[src/rtl/draw_layer_arbiter.sv]
// Per-pixel priority arbiter for the VGA colour path: grants the highest-priority
// enabled layer, registers the colour, and gathers per-frame collision masks.
module draw_layer_arbiter #(
   parameter int                    NUM_LAYERS = 4,
   parameter logic [11:0]           BG_RGB     = 12'h000,
   parameter logic [NUM_LAYERS-1:0] EN_RESET   = {NUM_LAYERS{1'b1}}
) (
   input  logic                       clk,
   input  logic                       resetN,
   input  logic                       frame_start,
   input  logic                       pxl_valid,
   input  logic [NUM_LAYERS-1:0]      draw_req,
   input  logic [12*NUM_LAYERS-1:0]   rgb_in,
   input  logic                       cfg_we,
   input  logic [NUM_LAYERS-1:0]      cfg_en,
   output logic [3:0]                 Red,
   output logic [3:0]                 Green,
   output logic [3:0]                 Blue,
   output logic                       Drawing,
   output logic [2:0]                 owner,
   output logic                       coll_now,
   output logic [NUM_LAYERS-1:0]      coll_frame,
   output logic                       coll_irq
);

   localparam logic [NUM_LAYERS-1:0] ONE = {{(NUM_LAYERS-1){1'b0}}, 1'b1};

   logic [NUM_LAYERS-1:0] en_active;
   logic [NUM_LAYERS-1:0] en_pending;
   logic [NUM_LAYERS-1:0] coll_acc;

   logic [NUM_LAYERS-1:0] eff;
   logic                  multi_hit;
   logic                  grant_any;
   logic [2:0]            grant_idx;
   logic [11:0]           grant_rgb;

   // Scanning from the lowest priority upward lets the lowest index overwrite last.
   always_comb begin
      eff       = draw_req & en_active & {NUM_LAYERS{pxl_valid}};
      multi_hit = |(eff & (eff - ONE));
      grant_any = 1'b0;
      grant_idx = 3'd0;
      grant_rgb = BG_RGB;
      for (int i = NUM_LAYERS - 1; i >= 0; i--) begin
         if (eff[i]) begin
            grant_any = 1'b1;
            grant_idx = 3'(i);
            grant_rgb = rgb_in[12*i +: 12];
         end
      end
   end

   always_ff @(posedge clk or posedge resetN) begin
      if (resetN) begin
         Red      <= BG_RGB[11:8];
         Green    <= BG_RGB[7:4];
         Blue     <= BG_RGB[3:0];
         Drawing  <= 1'b0;
         owner    <= 3'd0;
         coll_now <= 1'b0;
      end else begin
         Red      <= grant_rgb[11:8];
         Green    <= grant_rgb[7:4];
         Blue     <= grant_rgb[3:0];
         Drawing  <= grant_any;
         owner    <= grant_idx;
         coll_now <= multi_hit;
      end
   end

   // On a frame boundary the new frame's first pixel seeds the accumulator.
   always_ff @(posedge clk or posedge resetN) begin
      if (resetN) begin
         coll_acc   <= '0;
         coll_frame <= '0;
         coll_irq   <= 1'b0;
      end else if (frame_start) begin
         coll_frame <= coll_acc;
         coll_irq   <= |coll_acc;
         coll_acc   <= multi_hit ? eff : '0;
      end else begin
         coll_irq <= 1'b0;
         if (multi_hit)
            coll_acc <= coll_acc | eff;
      end
   end

   // A write coinciding with frame_start bypasses the pending register.
   always_ff @(posedge clk or posedge resetN) begin
      if (resetN) begin
         en_pending <= EN_RESET;
         en_active  <= EN_RESET;
      end else begin
         if (cfg_we)
            en_pending <= cfg_en;
         if (frame_start)
            en_active <= cfg_we ? cfg_en : en_pending;
      end
   end

endmodule

[config.mk]
export PLATFORM = sky130hd
export DESIGN_NAME = draw_layer_arbiter
export DESIGN_NICKNAME = d
export VERILOG_FILES = /design/src/rtl/draw_layer_arbiter.sv
export SDC_FILE = /design/constraint.sdc
export NUM_CORES = 1
export LEC_CHECK = 0
export ABC_AREA = 0
export BUFFER_PORTS_ARGS = -buffer_cell sky130_fd_sc_hd__buf_4
export CAP_MARGIN = 10
export CORE_AREA = 2 2 67 69
export CTS_BUF_LIST = sky130_fd_sc_hd__clkbuf_4 sky130_fd_sc_hd__clkbuf_8 sky130_fd_sc_hd__clkbuf_16
export DETAILED_ROUTE_END_ITERATION = 8
export DIE_AREA = 0 0 69 71
export GPL_ROUTABILITY_DRIVEN = 0
export GPL_TIMING_DRIVEN = 0
export HOLD_SLACK_MARGIN = 0.02
export PLACE_DENSITY_LB_ADDON = 0.12
export SLEW_MARGIN = 20
export SYNTH_ARGS = -nofsm -noshare
export SYNTH_HDL_FRONTEND = slang
export SYNTH_SLANG_ARGS = --single-unit
[constraint.sdc]
create_clock -name clk -period 1.35 [get_ports clk]
set_clock_uncertainty 0.1 [all_clocks]
set_input_delay 0.2025 -clock clk [delete_from_list [all_inputs] [get_ports clk]]
set_output_delay 0.2025 -clock clk [all_outputs]
set_load 0.01 [all_outputs]
# Word level (Yosys, flattened, before mapping)
# Index checks and enable logic that the tools add are counted.
# W data, S select, Z words.
# word_totals
output_inout_bits	22
input_bits	61
word_cells	36
regBits	34
# op_classes
mux	17
reduce_logical	3
n_bitwise	4
n_addsub	1
# op_table
cell	n
$mux W12	4
$mux W4	4
$and A4 B4 Y4	3
$mux W3	3
$reduce_or A4 Y1	2
$mux W1	5
$or A4 B4 Y4	1
$sub A4 B1 Y4 const B	1
$mux W2	1
$reduce_bool A2 Y1	1

# Longest topological paths before layout
# Gate-level depths: netlist of run 1.
# depth
word_depth	7
depth_mapped	6
ltp_nobuf	4

# Worst setup path after synthesis of run 1
# No wires, ideal clock.
# synth_path
path_type	reg2reg
start	register en_active[2]
end	register Blue[2]
synth_period_minus_slack_ns	1.318
setup_slack_ns	0.032
path_stages_with_launch	5
required_time_ns	1.124
arrival_ns	1.092
n_path_buf	1
setup_time_ns	0.126
path_cell_list	dfstp_2 -> a21oi_4 -> buf_12 -> a221oi_2 -> o21ai_1
# synth_via
elab_chain_len	5
# synth_lines
element	line_no	source
start, declared	28	logic [NUM_LAYERS-1:0] en_active;
start signal, assigned	98	en_active <= cfg_we ? cfg_en : en_pending;
$and A4 B4 Y4 (2 in a row)	40	eff = draw_req & en_active & {NUM_LAYERS{pxl_valid}};
$mux W12 (3 in a row)	46	if (eff[i]) begin
via grant_rgb[2]	36	logic [11:0] grant_rgb;
end signal, assigned	58	Blue <= BG_RGB[3:0];
end signal, assigned	65	Blue <= grant_rgb[3:0];
end, declared	18	output logic [3:0] Blue,
# The timed path passes the listed nets, and every way through them passes these cells.
# A chain may end at the register's enable or synchronous reset.

# Final worst setup path of run 1
# layout_path
start	register en_active[3]
end	register Green[1]
# layout_via
elab_chain_len	6
# layout_lines
element	line_no	source
$and A4 B4 Y4 (2 in a row)	40	
$mux W12 (4 in a row)	46	
via grant_rgb[5]	36	
end signal, assigned	57	Green <= BG_RGB[7:4];
end signal, assigned	64	Green <= grant_rgb[7:4];
end, declared	17	output logic [3:0] Green,
# The timed path passes the listed nets, and every way through them passes these cells.

==> results of run 1 <==
## where the power goes
group / internal, mW / switching [mW] / total (mW)
Sequential: 1.13 / 0.0554 / 1.18
Clock: 0.426 / 0.331 / 0.757
Combinational: 0.400 / 0.304 / 0.705
Total: 1.96 / 0.691 / 2.65
## repair_timing
action	CTS	global route
cloned	1	1
setup buffers	0	3
hold buffers	1	0
resized for setup	9	12
setup endpoints to repair	16	16
endpoints found under the hold margin	25	0
pin swaps	1	2
## state kept, by name, summed over array words and instances (netlist names), 2 cells and up
register    flops
Red             4
coll_frame      4
en_active       4
en_pending      4
owner           2
coll_acc        4
Blue            4
Green           4
## cells by family after synthesis
kind of cell,after synthesis,synth area share
mux,12,0.0840
other cells,1,0.00233
buf+inv,17,0.0731
compound gates,49,0.233
simple gates,30,0.0879
flops,33,0.520
## layout by cell type (no fill, tap or decap)
cell type      count
a21boi_2           1
a21oi_1            4
a21oi_4            1
a221oi_1           2
a221oi_2          10
and3_4             3
buf_12             2
buf_16             1
buf_2              2
buf_4             85
buf_6              2
buf_8              1
clkbuf_16          1
clkbuf_2           1
clkbuf_4           3
clkbuf_8           5
conb_1             1
dfrtp_1           25
dfstp_2            8
dlygate4sd3_1      1
inv_1              5
inv_2              1
mux2_2            12
nand2_1           20
nand2b_1           1
nand3_1            2
nand3_4            1
nor2_1             3
o211ai_1           1
o21ai_0           12
o21ai_1           13
o22ai_1            3
o22ai_2            1
o41a_1             1
## metrics by stage
step                TNS, ns  hold WS [ns]
floorplan                 0         0.219
global placement      -3.05         0.317
detailed placement   -0.763         0.255
CTS                  -0.643        0.0242
global route          -1.33        0.0337
finish               -0.504        0.0292
## layer usage
metal  vias to the layer above  wire length (µm)
met5                         -                 0
met4                         0                86
met3                        10               262
met2                        52              2210
met1                       685              1760
li1                        692                 -
## final cells by class
class,instances,share of cell area
multi-input cells,92,0.274
clock buffers,8,0.0367
inverters,6,0.00904
flip-flops and latches,33,0.336
repair buffers,87,0.278
well taps,52,0.0261
plain buffers,9,0.0402
## worst max path at each step
stage               cells after the start  slack, ns    startpoint        to
floorplan                               4       0.03  en_active[2]   Blue[2]
global placement                        2       -0.1        resetN   Drawing
detailed placement                      4      -0.09  en_active[1]  Green[3]
CTS                                     5      -0.08  en_active[3]  Green[1]
global route                            5      -0.15  en_active[3]  Green[1]
finish                                  5      -0.06  en_active[3]  Green[1]
## worst max-delay path: stages (launching register included)
cell,delay (ns)
dfstp_2,0.57
nand3_4,0.08
a21oi_4,0.20
buf_12,0.18
a221oi_2,0.07
o21ai_1,0.14
==> metrics.txt, run 1 <==
syn_area_per_cell=11.3 µm²; worst reg2reg path depth=5; Antenna diodes=0; H-tree level count=2; Synth Register Bits=33; final hold vios=0; HP Class=in2reg; Initial DRT Pass Iterations=4; clock sink count=33; worst r2r src=en_active[3]; first-pass GRT wire length=7000 µm; root buffer cell=clkbuf_8; Ports=83; routed vias=1439; area leader, netlist=dfrtp_1; Power Density=1060 nW/µm²; register area share after synthesis=0.520; met3 Use GR=0.0541; initial antenna violation count=0; Lkg Pwr=1.19 nW; Data arrival, critical path=1.52 ns; Inserted Clock Buffers=5; pin count of the biggest net entering global routing=34; Reg clk slew, reported paths=0.06 ns; yosys warns=0; Slew @ Worst Pin=0.687 ns; layout cells sized above 1=0.600; placed insts=275; Mapped Area=1610 µm²; worst skew pair latency=0.28 ns; Setup crit start kind=register; Synth top cells by count=dfrtp_1, nand2_1, o21ai_0, mux2_2; filler cell count=368; reg-to-reg endpoint=Green[1]; routing usage on met1=0.217; Synth Net Count=203; top_reg_cell synth=dfrtp_1; Cell variety after synth=29; drt drc=0; Die Ht=71 µm; gr ovfl total=0; full die area=4900 µm²; kind of critical path=reg2reg; status=finished, violations left; fin crit share=1.04; share of the synthesized area in the top cell type=0.389; Post-synth EDFFs=0; fmax=709 MHz; Synth area leaders=dfrtp_1, dfstp_2, a221oi_2, mux2_2, o21ai_0; post-route ant nets=0; WL/cell=15.0 µm; setup violators final=10; met2 GRT Util=0.306; minimum clock period after layout=1.41 ns; most common cell in the netlist=dfrtp_1; num rows=24; failing checks=negative setup slack; multi-input logic area=683 µm²; Post-Syn Instances=142; setup slack after layout=-0.0603 ns; Port Buffer Count=81; Clock Tree Buf Depth=2; Chip Width=69 µm; Synth-to-Final Area Change=54.9%; Power Total=2.65 mW; Finished Core Util=0.593; Slew Limit Fails=0; Max rail drop VDD=0.595 mV; CP Data Required Time=1.46 ns; CORE AREA=4200 µm²; Starting Density=0.382; CTS tree=yes; hold path start=rgb_in[8]; Post-Place Worst Slack=-0.0879 ns; max cap viols=0; Min-Delay Endpoint=Red[0]; Cell Area, Placed=2280 µm²; Layout Nets=295; post-detailed-placement half-perimeter wirelength=3220 µm; FFs w/ async S/R, synth=1.00; Final Non-Filler Cells=287; Crit Path Max Fanout=10; vias in the first global route=1527; Slew headroom=0.541; vias per inst=5.01; RSZ-0062 raised after global routing=true; Worst R2R Setup Slack=-0.06 ns; DR iter-0 viols=42; Worst Hold Depth=3; Worst setup EP type=register; final instance area=2490 µm²; DRT Wirelength=4320 µm; busiest grt layer=met2; Total Routing Usage GR=0.181; FF/Latch Area=836 µm²
No activity file was read; power rests on OpenSTA's default activity.
==> run 2, diff against run 1 <==
Clock period 1.35 ns to 1.4 ns, I/O delays scaled along.
==> run 2 against run 1 <==
Net effect:
- the flow still finishes with violations (negative setup slack)
- critical path depth unchanged
- core utilization decreased by 1.4 points
- cell count down 0.35%
- non-clock buffer count is 1 lower
- sequential share of layout area up 0.81 points
- clock-buffer cell count stayed put
- clock power decreased by 2%
- critical endpoint is now Green[0]
- largest cell class unchanged
==> metrics.txt, run 2 (same netlist as run 1, synthesis figures left out) <==
post-detailed-placement half-perimeter wirelength=3220 µm (unchanged); Port Buffer Count=81 (unchanged); kind of critical path=reg2reg (unchanged); Inserted Clock Buffers=5 (unchanged); setup violators final=2 (was 10); CP Data Required Time=1.51 ns (was 1.46 ns); Setup crit start kind=register (unchanged); worst skew pair latency=0.28 ns (about the same); Ports=83 (unchanged); DRT Wirelength=4300 µm (was 4320 µm); Antenna diodes=0 (unchanged); Slew headroom=0.543 (was 0.541); post-route ant nets=0 (unchanged); Slew Limit Fails=0 (unchanged); layout cells sized above 1=0.577 (was 0.600); H-tree level count=2 (unchanged); root buffer cell=clkbuf_8 (unchanged); combinational share of power=0.257 (was 0.266); vias in the first global route=1512 (was 1527); Post-Place Worst Slack=-0.0428 ns (was -0.0879 ns); Slew @ Worst Pin=0.685 ns (was 0.687 ns); max cap viols=0 (unchanged); Initial DRT Pass Iterations=4 (unchanged); clock share of power=0.293 (was 0.286); fin crit share=1.01 (was 1.04); switching pwr=667 µW (was 691 µW); first-pass GRT wire length=6940 µm (was 7000 µm); full die area=4900 µm² (unchanged); fraction of power spent switching nets=0.263 (was 0.261); num rows=24 (unchanged); commonest cells after routing, fill and taps aside=buf_4, dfrtp_1, nand2_1 (unchanged); setup slack after layout=-0.0177 ns (was -0.0603 ns); Chip Width=69 µm (unchanged); pin count of the biggest net entering global routing=34 (unchanged); Max rail drop VDD=0.568 mV (was 0.595 mV); DR iter-0 viols=45 (was 42); Layout Nets=294 (was 295); Data arrival, critical path=1.53 ns (was 1.52 ns); Total Routing Usage GR=0.179 (was 0.181); failing checks=negative setup slack (unchanged); Cell Area, Placed=2280 µm² (unchanged); final hold vios=0 (unchanged); sequential share of power=0.450 (was 0.448); worst hold margin=0.0336 ns (was 0.0292 ns); status=finished, violations left (unchanged); setup TNS=-0.0247 ns (was -0.504 ns); P_int=1.87 mW (was 1.96 mW); Clock Tree Buf Depth=2 (unchanged); WL/cell=15.0 µm (about the same); most common cell after layout, fill and taps aside=buf_4 (unchanged); fmax=705 MHz (was 709 MHz); Crit Path Max Fanout=10 (unchanged); CTS tree=yes (unchanged); RSZ-0062 raised after global routing=true (unchanged); gr ovfl total=0 (unchanged); HP Class=in2reg (unchanged); drt drc=0 (unchanged); Reg clk slew, reported paths=0.07 ns (was 0.06 ns); minimum clock period after layout=1.42 ns (was 1.41 ns); Lkg Pwr=1.17 nW (was 1.19 nW); Die Ht=71 µm (unchanged); Synth-to-Final Area Change=51.3% (was 54.9%); CORE AREA=4200 µm² (unchanged); final instance area=2430 µm² (was 2490 µm²); clock sink count=33 (unchanged); vias per inst=5.04 (was 5.01); routed vias=1441 (was 1439); Power Density=1040 nW/µm² (was 1060 nW/µm²); initial antenna violation count=0 (unchanged); Starting Density=0.382 (unchanged); Worst R2R Setup Slack=-0.02 ns (was -0.06 ns); Worst setup EP type=register (unchanged)
==> run 2: routing by layer <==
metal | routed length, µm | global-route usage | vias up
met2 | 2160 | 0.303 | 58
met4 | 107 | 0.0763 | 0
li1 | - | - | 691
met3 | 291 | 0.0541 | 12
met5 | 0 | 0 | -
met1 | 1740 | 0.210 | 680
==> run 2: path summary, 6_finish.rpt <==
check / startpoint / end / cells after the start
max in group asynchronous: resetN / coll_frame[3] / 3
min in group asynchronous: resetN / Green[0] / 3
worst min-delay path: rgb_in[8] / Red[0] / 3
worst max register to register: en_active[3] / Green[0] / 5
worst min register to register: coll_frame[1] / coll_frame[1] / 1
worst max-delay path: en_active[3] / Green[0] / 5
==> run 2: power groups by stage <==
stage / Clock (mW) / Combinational [mW] / Sequential (mW)
finish: 0.742 / 0.651 / 1.14
global route: 0.802 / 0.705 / 1.16
CTS: 0.751 / 0.627 / 1.15
detailed placement: 0 / 0.622 / 1.16
global placement: 0 / 0.610 / 1.16
floorplan: 0 / 0.263 / 1.19
==> run 2: layout make-up <==
type,count,area (µm²)
sequential,33,836
clock buffer,8,91.3
inverter,6,22.5
buffer,10,101
timing repair buffer,85,658
tap,52,65.1
fill,370,1770
multi-input combinational,92,658
==> run 2: per-stage QoR <==
stage	instances	power (mW)	util
floorplan	142	1.45	-
global placement	275	1.77	0.543
detailed placement	275	1.78	0.543
CTS	284	2.52	0.567
global route	286	2.66	0.579
finish	286	2.53	0.579
==> run 2: repair_timing <==
| action | 4_1_cts | 5_1_grt |
|---|---|---|
| cloned | 0 | 1 |
| endpoints found under the setup margin | 10 | 17 |
| setup buffers | 0 | 2 |
| endpoints found under the hold margin | 25 | 0 |
| hold buffers | 1 | 0 |
| resized for setup | 2 | 8 |
| pin swaps | 3 | 2 |
==> run 2: worst max-delay path: stages (launching register included) <==
cell and delay (ns):
dfstp_2 0.57, nand3_4 0.08, a21oi_4 0.20, buf_12 0.17, a221oi_2 0.06, o21ai_1 0.15
==> run 3, diff against run 2 <==
Settings changed: SKIP_CTS_REPAIR_TIMING from default to 1.
==> run 3 against run 2 <==
Net effect:
- the run still ends with negative setup slack left
- core utilization is 0.059 points lower
- non-clock buffer count is 1 lower
- combinational power is 0.9% lower
- sequential power hardly changed
- worst hold slack hardly changed
- sequential share of layout area hardly changed
- register-to-register slack hardly changed
- highest routed layer unchanged
- sequential cell count stayed put
==> metrics.txt, run 3 (same netlist as run 1, synthesis figures left out) <==
Worst setup EP type=register (unchanged); multi-input logic area=658 µm² (unchanged); failing checks=negative setup slack (unchanged); clock sink count=33 (unchanged); status=finished, violations left (unchanged); Ports=83 (unchanged); root buffer cell=clkbuf_8 (unchanged); final instance area=2430 µm² (about the same); post-detailed-placement half-perimeter wirelength=3220 µm (unchanged); worst-path cell chain=a21oi_4, buf_12, a221oi_2, o21ai_1 (was nand3_4, a21oi_4, buf_12, a221oi_2, o21ai_1); CORE AREA=4200 µm² (unchanged); worst hold margin=0.0336 ns (about the same); Starting Density=0.382 (unchanged); Slew headroom=0.544 (was 0.543); final hold vios=0 (unchanged); FF/Latch Area=836 µm² (unchanged); CP Data Required Time=1.47 ns (was 1.51 ns); setup slack after layout=-0.0298 ns (was -0.0177 ns); setup violators final=9 (was 2); gr ovfl total=0 (unchanged); post-route ant nets=0 (unchanged); most common cell after layout, fill and taps aside=buf_4 (unchanged); placed insts=275 (unchanged); Total Routing Usage GR=0.177 (was 0.179); filler cell count=371 (was 370); Cell Area, Placed=2280 µm² (unchanged); Clock Tree Buf Depth=2 (unchanged); Inserted Clock Buffers=5 (unchanged); setup TNS=-0.109 ns (was -0.0247 ns); Synth-to-Final Area Change=51.1% (was 51.3%); Die Ht=71 µm (unchanged); H-tree level count=2 (unchanged); full die area=4900 µm² (unchanged); max incr delay on CP=0.59 ns (was 0.57 ns); Power Total=2.53 mW (about the same); Lkg Pwr=1.16 nW (was 1.17 nW); fmax=699 MHz (was 705 MHz); Data arrival, critical path=1.50 ns (was 1.53 ns); layout cells sized above 1=0.575 (was 0.577); CTS tree=yes (unchanged); worst-path cell with the longest stage delay=dfstp_2 (unchanged); Power Density=1040 nW/µm² (about the same); Chip Width=69 µm (unchanged); delay-heaviest family, CP=flip-flops (unchanged); vias in the first global route=1499 (was 1512); HP Class=in2reg (unchanged); Antenna diodes=0 (unchanged); worst skew pair latency=0.28 ns (about the same); drt drc=0 (unchanged); Final Non-Filler Cells=285 (was 286); commonest cells after routing, fill and taps aside=buf_4, dfrtp_1, nand2_1 (unchanged); RSZ-0062 raised after global routing=true (unchanged); fin crit share=1.02 (was 1.01); Initial DRT Pass Iterations=4 (unchanged); DR iter-0 viols=46 (was 45); Setup crit start kind=register (unchanged); minimum clock period after layout=1.43 ns (was 1.42 ns); Port Buffer Count=81 (unchanged); Post-Place Worst Slack=-0.0428 ns (unchanged); Layout Nets=293 (was 294); Slew @ Worst Pin=0.683 ns (was 0.685 ns); max cap viols=0 (unchanged); initial antenna violation count=0 (unchanged); pin count of the biggest net entering global routing=34 (unchanged); Slew Limit Fails=0 (unchanged); Max rail drop VDD=0.568 mV (about the same); Crit Path Max Fanout=10 (unchanged); Reg clk slew, reported paths=0.07 ns (about the same); DRT Wirelength=4290 µm (was 4300 µm); routed vias=1422 (was 1441); kind of critical path=reg2reg (unchanged); Finished Core Util=0.578 (was 0.579); Worst Path Buf+Inv=1 (unchanged); num rows=24 (unchanged); first-pass GRT wire length=6890 µm (was 6940 µm); vias per inst=4.99 (was 5.04); WL/cell=15.1 µm (was 15.0 µm)
==> run 3: worst paths after layout <==
| path | depth (start not counted) | from | slack [ns] | endpoint |
|---|---|---|---|---|
| worst min register to register | 1 | coll_frame[1] | 0.41 | coll_frame[1] |
| min in group asynchronous | 3 | resetN | 0.49 | Green[0] |
| max in group asynchronous | 3 | resetN | 0.26 | coll_frame[3] |
| worst max-delay path | 4 | en_active[2] | -0.03 | Green[0] |
| worst min-delay path | 3 | rgb_in[8] | 0.03 | Red[0] |
| worst max register to register | 4 | en_active[2] | -0.03 | Green[0] |
==> run 3: worst min-delay path, cell delays in order <==
cell	delay, ns
buf_4	0.07
nand2_1	0.03
o21ai_1	0.06
==> run 3: cell type report <==
type | count | area share
well taps | 52 | 0.0268
flip-flops and latches | 33 | 0.344
repair buffers | 84 | 0.268
multi-input cells | 92 | 0.271
plain buffers | 10 | 0.0438
clock buffers | 8 | 0.0376
inverters | 6 | 0.00927
==> run 3: where the power goes <==
part,internal (mW),leakage (nW),switching (mW)
clock network,0.411,0.0498,0.330
logic,0.364,0.700,0.281
registers,1.09,0.415,0.0544
==> run 3: per-layer routing <==
metal,vias to the layer above,GRT usage,part of all wire
met2,51,0.299,0.50
li1,690,-,-
met5,-,0,0
met4,0,0.0763,0.025
met3,12,0.0541,0.061
met1,669,0.210,0.42
